## config.mk

```make
export PLATFORM = sky130hd
export DESIGN_NAME = sync_fifo_flags_flat
export DESIGN_NICKNAME = d
export VERILOG_FILES = /design/src/rtl/sync_fifo_flags_if.sv /design/src/rtl/sync_fifo_flags.sv /design/src/flat_wrapper.sv
export SDC_FILE = /design/constraint.sdc
export NUM_CORES = 1
export LEC_CHECK = 0
export BUFFER_PORTS_ARGS = -buffer_cell sky130_fd_sc_hd__buf_2
export CAP_MARGIN = 10
export CORE_MARGIN = 2
export CORE_UTILIZATION = 54
export DETAILED_ROUTE_END_ITERATION = 8
export GPL_ROUTABILITY_DRIVEN = 1
export GPL_TIMING_DRIVEN = 0
export HOLD_SLACK_MARGIN = 0.08
export PLACE_DENSITY = 0.73
export SLEW_MARGIN = 20
export SYNTH_ARGS = -nofsm -noshare
export SYNTH_HDL_FRONTEND = slang
export SYNTH_SLANG_ARGS = --single-unit
```

## constraint.sdc

```tcl
create_clock -name clk_i -period 7.4 [get_ports clk_i]
set_clock_uncertainty 0.15 [all_clocks]
set_input_delay 1.11 -clock clk_i [delete_from_list [all_inputs] [get_ports clk_i]]
set_output_delay 1.11 -clock clk_i [all_outputs]
set_load 0.05 [all_outputs]
```

## src/rtl/sync_fifo_flags_if.sv

```systemverilog
// Producer/consumer bundle for sync_fifo_flags: write/read requests, data and status.
interface sync_fifo_flags_if #(
    parameter int WIDTH     = 8,
    parameter int PTR_WIDTH = 4
) ();
    logic [WIDTH-1:0]   wdata_i;
    logic               wr_en_i;
    logic               rd_en_i;
    logic [WIDTH-1:0]   rdata_o;
    logic               full_o;
    logic               empty_o;
    logic               almost_full_o;
    logic               almost_empty_o;
    logic [PTR_WIDTH:0] count_o;
    logic               wr_error_o;
    logic               rd_error_o;

    // Side that issues pushes/pops and observes status.
    modport master (
        output wdata_i, wr_en_i, rd_en_i,
        input  rdata_o, full_o, empty_o, almost_full_o, almost_empty_o,
               count_o, wr_error_o, rd_error_o
    );

    // The FIFO itself.
    modport slave (
        input  wdata_i, wr_en_i, rd_en_i,
        output rdata_o, full_o, empty_o, almost_full_o, almost_empty_o,
               count_o, wr_error_o, rd_error_o
    );
endinterface

```

## src/rtl/sync_fifo_flags.sv

```systemverilog
// Single-clock FIFO with occupancy count, almost-full/almost-empty thresholds,
// registered error pulses and a selectable first-word-fall-through read port.
module sync_fifo_flags #(
    parameter int DEPTH     = 16,
    parameter int WIDTH     = 8,
    parameter int PTR_WIDTH = 4,
    parameter int AF_LEVEL  = 12,
    parameter int AE_LEVEL  = 4,
    parameter int FWFT      = 0
) (
    input logic               clk_i,
    input logic               rst_i,
    sync_fifo_flags_if.slave  bus
);
    localparam int CNT_W = PTR_WIDTH + 1;
    localparam logic [CNT_W-1:0] DEPTH_C = CNT_W'(DEPTH);
    localparam logic [CNT_W-1:0] AF_C    = CNT_W'(AF_LEVEL);
    localparam logic [CNT_W-1:0] AE_C    = CNT_W'(AE_LEVEL);

    logic [WIDTH-1:0]     mem [DEPTH];
    logic [PTR_WIDTH-1:0] wr_ptr;
    logic [PTR_WIDTH-1:0] rd_ptr;
    logic [CNT_W-1:0]     count_q;
    logic [CNT_W-1:0]     count_nxt;
    logic                 full_q;
    logic                 empty_q;
    logic                 af_q;
    logic                 ae_q;
    logic                 wr_err_q;
    logic                 rd_err_q;
    logic                 wr_acc;
    logic                 rd_acc;

    // Occupancy after one edge; the accept rules keep it inside 0..DEPTH.
    function automatic logic [CNT_W-1:0] next_count(input logic [CNT_W-1:0] cnt,
                                                    input logic wa, input logic ra);
        return cnt + CNT_W'(wa) - CNT_W'(ra);
    endfunction

    // Accept decisions from registered flags; a pop frees a slot for a write when full.
    always_comb begin
        wr_acc    = bus.wr_en_i & (~full_q | bus.rd_en_i);
        rd_acc    = bus.rd_en_i & ~empty_q;
        count_nxt = next_count(count_q, wr_acc, rd_acc);
    end

    // Pointers, count, flags and error pulses; flags track the next count so they move with count_o.
    always_ff @(posedge clk_i) begin
        if (rst_i) begin
            wr_ptr   <= '0;
            rd_ptr   <= '0;
            count_q  <= '0;
            full_q   <= 1'b0;
            empty_q  <= 1'b1;
            af_q     <= 1'b0;
            ae_q     <= 1'b1;
            wr_err_q <= 1'b0;
            rd_err_q <= 1'b0;
        end else begin
            if (wr_acc) wr_ptr <= wr_ptr + 1'b1;
            if (rd_acc) rd_ptr <= rd_ptr + 1'b1;
            count_q  <= count_nxt;
            full_q   <= (count_nxt == DEPTH_C);
            empty_q  <= (count_nxt == '0);
            af_q     <= (count_nxt >= AF_C);
            ae_q     <= (count_nxt <= AE_C);
            wr_err_q <= bus.wr_en_i & ~wr_acc;
            rd_err_q <= bus.rd_en_i & ~rd_acc;
        end
    end

    // Storage write; contents survive reset but requests during reset are ignored.
    always_ff @(posedge clk_i) begin
        if (!rst_i && wr_acc) mem[wr_ptr] <= bus.wdata_i;
    end

    generate
        if (FWFT == 0) begin : g_std
            logic [WIDTH-1:0] rdata_q;
            // Registered read: data appears the cycle after an accepted pop and holds otherwise.
            always_ff @(posedge clk_i) begin
                if (rst_i)       rdata_q <= '0;
                else if (rd_acc) rdata_q <= mem[rd_ptr];
            end
            assign bus.rdata_o = rdata_q;
        end else begin : g_fwft
            // Head of queue shown directly; forced to zero while empty so reset reads 0.
            assign bus.rdata_o = empty_q ? '0 : mem[rd_ptr];
        end
    endgenerate

    assign bus.count_o        = count_q;
    assign bus.full_o         = full_q;
    assign bus.empty_o        = empty_q;
    assign bus.almost_full_o  = af_q;
    assign bus.almost_empty_o = ae_q;
    assign bus.wr_error_o     = wr_err_q;
    assign bus.rd_error_o     = rd_err_q;
endmodule

```

## src/flat_wrapper.sv

```systemverilog
// flat-port wrapper written by rule: the top's interface ports become plain ports
module sync_fifo_flags_flat 
#(
    parameter int DEPTH     = 16,
    parameter int WIDTH     = 8,
    parameter int PTR_WIDTH = 4,
    parameter int AF_LEVEL  = 12,
    parameter int AE_LEVEL  = 4,
    parameter int FWFT      = 0
)
  (clk_i, rst_i, bus_wdata_i, bus_wr_en_i, bus_rd_en_i, bus_rdata_o, bus_full_o, bus_empty_o, bus_almost_full_o, bus_almost_empty_o, bus_count_o, bus_wr_error_o, bus_rd_error_o);
  sync_fifo_flags_if #(.WIDTH(WIDTH), .PTR_WIDTH(PTR_WIDTH)) bus_i ();
  input logic clk_i;
  input logic rst_i;
  input wire logic [$bits(bus_i.wdata_i)-1:0] bus_wdata_i;
  input wire logic [$bits(bus_i.wr_en_i)-1:0] bus_wr_en_i;
  input wire logic [$bits(bus_i.rd_en_i)-1:0] bus_rd_en_i;
  output wire logic [$bits(bus_i.rdata_o)-1:0] bus_rdata_o;
  output wire logic [$bits(bus_i.full_o)-1:0] bus_full_o;
  output wire logic [$bits(bus_i.empty_o)-1:0] bus_empty_o;
  output wire logic [$bits(bus_i.almost_full_o)-1:0] bus_almost_full_o;
  output wire logic [$bits(bus_i.almost_empty_o)-1:0] bus_almost_empty_o;
  output wire logic [$bits(bus_i.count_o)-1:0] bus_count_o;
  output wire logic [$bits(bus_i.wr_error_o)-1:0] bus_wr_error_o;
  output wire logic [$bits(bus_i.rd_error_o)-1:0] bus_rd_error_o;
  assign bus_i.wdata_i = bus_wdata_i;
  assign bus_i.wr_en_i = bus_wr_en_i;
  assign bus_i.rd_en_i = bus_rd_en_i;
  assign bus_rdata_o = bus_i.rdata_o;
  assign bus_full_o = bus_i.full_o;
  assign bus_empty_o = bus_i.empty_o;
  assign bus_almost_full_o = bus_i.almost_full_o;
  assign bus_almost_empty_o = bus_i.almost_empty_o;
  assign bus_count_o = bus_i.count_o;
  assign bus_wr_error_o = bus_i.wr_error_o;
  assign bus_rd_error_o = bus_i.rd_error_o;
  sync_fifo_flags #(.DEPTH(DEPTH), .WIDTH(WIDTH), .PTR_WIDTH(PTR_WIDTH), .AF_LEVEL(AF_LEVEL), .AE_LEVEL(AE_LEVEL), .FWFT(FWFT)) u_core (.clk_i(clk_i), .rst_i(rst_i), .bus(bus_i));
endmodule
```

==> flow_metrics.env <==
export IMPL_run_status="finished clean"
export IMPL_fraction_of_the_cycle_the_final_worst_path_needs=0.4202
export IMPL_die_area_sq_um=12200
export IMPL_design_portCount=31
export IMPL_average_cell_area_after_synthesis_sq_um=16.82
export IMPL_leak_pwr_nw=2.364
export IMPL_p_seq_frac=0.442
export IMPL_area_growth_pct=15.07
export IMPL_number_of_buffers_inserted_during_clock_tree_synthesis=17
export IMPL_nFillCells=777
export IMPL_grt_max_degree=17
export IMPL_dp_cells=534
export IMPL_worst_endpoint_required_ps=7610
export IMPL_max_freq_mhz=321.6
export IMPL_detail_route_wirelength_met1_mm=5.434
export IMPL_switching_share=0.2908
export IMPL_start_util=0.5597
export IMPL_wl_met3_um=578
export IMPL_clk_pin_slew_ps=60
export IMPL_p_per_area_nw_per_um2=326.7
export IMPL_syn_cell_area_sq_um=6121
export IMPL_setup_viol_count_final=0
export IMPL_timing_critical_path_mode_cell="inv_1"
export IMPL_numClockSinks=155
export IMPL_pint_mw=1.632
export IMPL_insertion_delay_ps=420
export IMPL_fp_dieW_um=110.5
export IMPL_clock_tree_buffer_depth=2
export IMPL_synth_async_sr_flop_share=0
export IMPL_avgRoutedWirePerCell_um=21.79
export IMPL_post_synthesis_net_count=387
export IMPL_path_depth=13
export IMPL_hold_path_class="reg2reg"
export IMPL_diodes=0
export IMPL_clock_share_of_power=0.364
export IMPL_crit_chain="buf_2 -> nand2b_1 -> inv_1 -> ha_1 -> inv_1 -> ha_1 -> inv_1 -> fa_1 -> nor2b_1 -> o21ai_1 -> nand3_1 -> nor3b_2 -> and4_1"
export IMPL_worst_slew_pin_slew_ps=904.8
export IMPL_routed_via_count=3254
export IMPL_synth_top_area_frac=0.6280
export IMPL_startpoint="bus_rd_en_i"
export IMPL_dr_first_iter_drc_count=273
export IMPL_ys_top_cells_by_area="edfxtp_1 63%, dfxtp_1 8.8%, mux2i_1 6.5%"
export IMPL_number_of_antenna_violations_at_the_first_check_in_global_routing=0
export IMPL_fp_dieH_um=110.5
export IMPL_cell_count_after_synthesis=364
export IMPL_highest_layer="met4"
export IMPL_synth_edf_count=128
export IMPL_crit_path_end_kind="flop"
export IMPL_track_usage=0.2100
export IMPL_crit_path_max_fanout=6
export IMPL_grt_setup_unrepaired="no"
export IMPL_cp_slowest_stage_delay_ps=400
export IMPL_core_sq_um=10940
export IMPL_layoutNonFillerInstCount=566
export IMPL_final_net_count=436
export IMPL_report_final_hold_viol_count=0
export IMPL_critPathSlowestCell="fa_1"
export IMPL_synth_ff_latch_count=155
export IMPL_global_route_wire_length_before_repair_mm=18.93
export IMPL_route_detailed_vias_per_inst=5.749
export IMPL_hpwlAfterDp_mm=7.807
export IMPL_ys_warn_count=0
export IMPL_worst_slew_margin_rel=0.3946
export IMPL_detailroute_wirelength_met2_mm=6.223
export IMPL_final_layout_size_suffix_gt1_frac=0.2089
export IMPL_distinct_cells_synth=36
export IMPL_h_tree_depth=4
export IMPL_route_final_wire_length_mm=12.33
export IMPL_place_gp_congestion=0.8117
export IMPL_critPathLaunchType="input pin"
export IMPL_holdWs_ps=311.3
export IMPL_timing_setup_critical_path_class="in2reg"
export IMPL_period_needed_ps=3110
export IMPL_rows=38
export IMPL_first_pass_iters=4
export IMPL_report_final_slew_viol_count=0
export IMPL_postRouteAntennaNets=0
export IMPL_cts_tree="done"
export IMPL_vias_in_the_first_global_route=3343
export IMPL_cts_root_buf="clkbuf_16"
export IMPL_cp_bufs_invs=4
export IMPL_cts_setup_buffers=0
export IMPL_synth_largest_area_cell="edfxtp_1"
export IMPL_setup_tns_final_ps=0
export IMPL_maxCapViolations=0
export IMPL_power_share_combinational=0.194
export IMPL_cp_top_family="simple AND/OR/NAND/NOR gates"
export IMPL_setup_worst_path_end="u_core.bus.full_o"
export IMPL_cts_resized_gates=0
export IMPL_drc=0
export IMPL_number_of_buffers_added_to_fix_hold_violations_after_cts=0
export IMPL_reg2reg_depth=12
export IMPL_gr_total_overflow=0
export IMPL_ff2ff_setup_slack_ps=4710
export IMPL_max_vdd_ir_drop_mv=0.2532
export IMPL_crit_reg2reg_launch="u_core.bus.empty_o"
export IMPL_net_switching_power_mw=0.6692
export IMPL_io_buffer_count=30
export IMPL_part_of_the_yosys_area_used_for_sequential_elements=0.7163
export IMPL_worst_ep_arrival_time_ps=3310
export IMPL_ys_dominant_reg_cell="edfxtp_1"
export IMPL_crit_reg2reg_capture="u_core.bus.full_o"
## Yosys cell counts, types with 2 or more instances
cell	n
a22oi_1	16
mux4_2	12
a21oi_1	4
ha_1	10
nand2_1	10
mux2i_1	40
o21ai_1	9
xnor2_1	2
buf_6	2
nor3_1	7
a32oi_1	8
nor2b_1	5
nor2_1	26
buf_1	3
nand3_1	2
inv_1	11
clkbuf_1	3
edfxtp_1	128
buf_2	7
nor3b_2	2
dfxtp_1	27
mux4_1	4
xor2_1	7
buf_4	3
and2_1	2
nand2b_1	4
## sequential cells by signal (all words and copies together), names as in the netlist, 4 cells and up
| signal | cells |
|---|---|
| u_core.bus.count_o | 5 |
| u_core.bus.rdata_o | 8 |
| u_core.mem | 128 |
| u_core.rd_ptr | 4 |
| u_core.wr_ptr | 4 |
## how the worst min path moves through the flow
stage	end	cells after the start	slack (ps)	startpoint
after detailed placement	u_core.bus.rd_error_o	2	290	u_core.bus.empty_o
after CTS	u_core.bus.rd_error_o	2	300	u_core.bus.empty_o
after floorplan	u_core.rd_ptr[3]	2	330	u_core.rd_ptr[3]
after global placement	u_core.bus.rd_error_o	2	280	u_core.bus.empty_o
after global routing	u_core.bus.rd_error_o	2	350	u_core.bus.empty_o
final	u_core.bus.rd_error_o	2	310	u_core.bus.empty_o
## cell type report
class                   instances  area, sq um  share of cell area
well taps                     140        175.2             0.02487
inverters                      11        41.29            0.005863
clock buffers                  19        432.9             0.06147
flip-flops and latches        155         4384              0.6225
plain buffers                  18        102.6             0.01457
clock inverters                13        143.9             0.02043
multi-input cells             180         1613              0.2290
repair buffers                 30        150.1             0.02132
## tightest hold or removal path, stage by stage, from the launching register on
cell	delay, ps
dfxtp_1	320
nand2_1	70
nor2_1	40
## power groups by stage
stage | Sequential (mW) | Clock (mW) | Combinational [mW]
after CTS | 1.02 | 0.845 | 0.447
after global placement | 1.03 | 0 | 0.431
final | 1.02 | 0.837 | 0.447
after global routing | 1.02 | 0.887 | 0.485
after detailed placement | 1.03 | 0 | 0.442
after floorplan | 1.14 | 0 | 0.223
## kinds of logic (layout without fill, tap and decap cells)
family | Yosys count | count (layout) | synth area share
flops | 155 | 155 | 0.7163
mux | 56 | 56 | 0.1267
fa+ha+maj | 11 | 11 | 0.02371
compound gates | 39 | 39 | 0.04395
buf+inv | 29 | 91 | 0.02351
simple gates | 65 | 65 | 0.05295
xor+xnor | 9 | 9 | 0.01288
## through the flow
step,instance area [sq um],utilization,setup slack [ps],power (mW)
floorplan,6121,-,4252,1.359
global placement,6446,0.5895,3923,1.463
detailed placement,6466,0.5913,3873,1.475
CTS,7043,0.6441,4285,2.308
global route,7043,0.6441,4055,2.392
finish,7043,0.6441,4290,2.301
## layer usage
metal	GRT usage	vias up
met3	0.04720	10
met2	0.3436	97
met1	0.2825	1644
met4	0.06833	0
li1	-	1503
met5	0	-
## cells in the final DEF, fill, tap and decap left out, types with 3 or more instances in the layout
cell type and n:
nand2b_1 4, clkbuf_16 17, a21oi_1 4, mux4_1 4, clkinvlp_4 4, ha_1 10
a22oi_1 16, mux2i_1 40, nand2_1 10, nor3_1 3, edfxtp_1 128, dfxtp_1 27
a32oi_1 8, nor3_2 4, nor2b_1 5, o21ai_1 9, mux4_2 12, nor2_1 26
xor2_1 7, buf_2 37, buf_1 3, buf_4 3, clkbuf_1 5, inv_1 11
(Power assumes the default switching activity.)
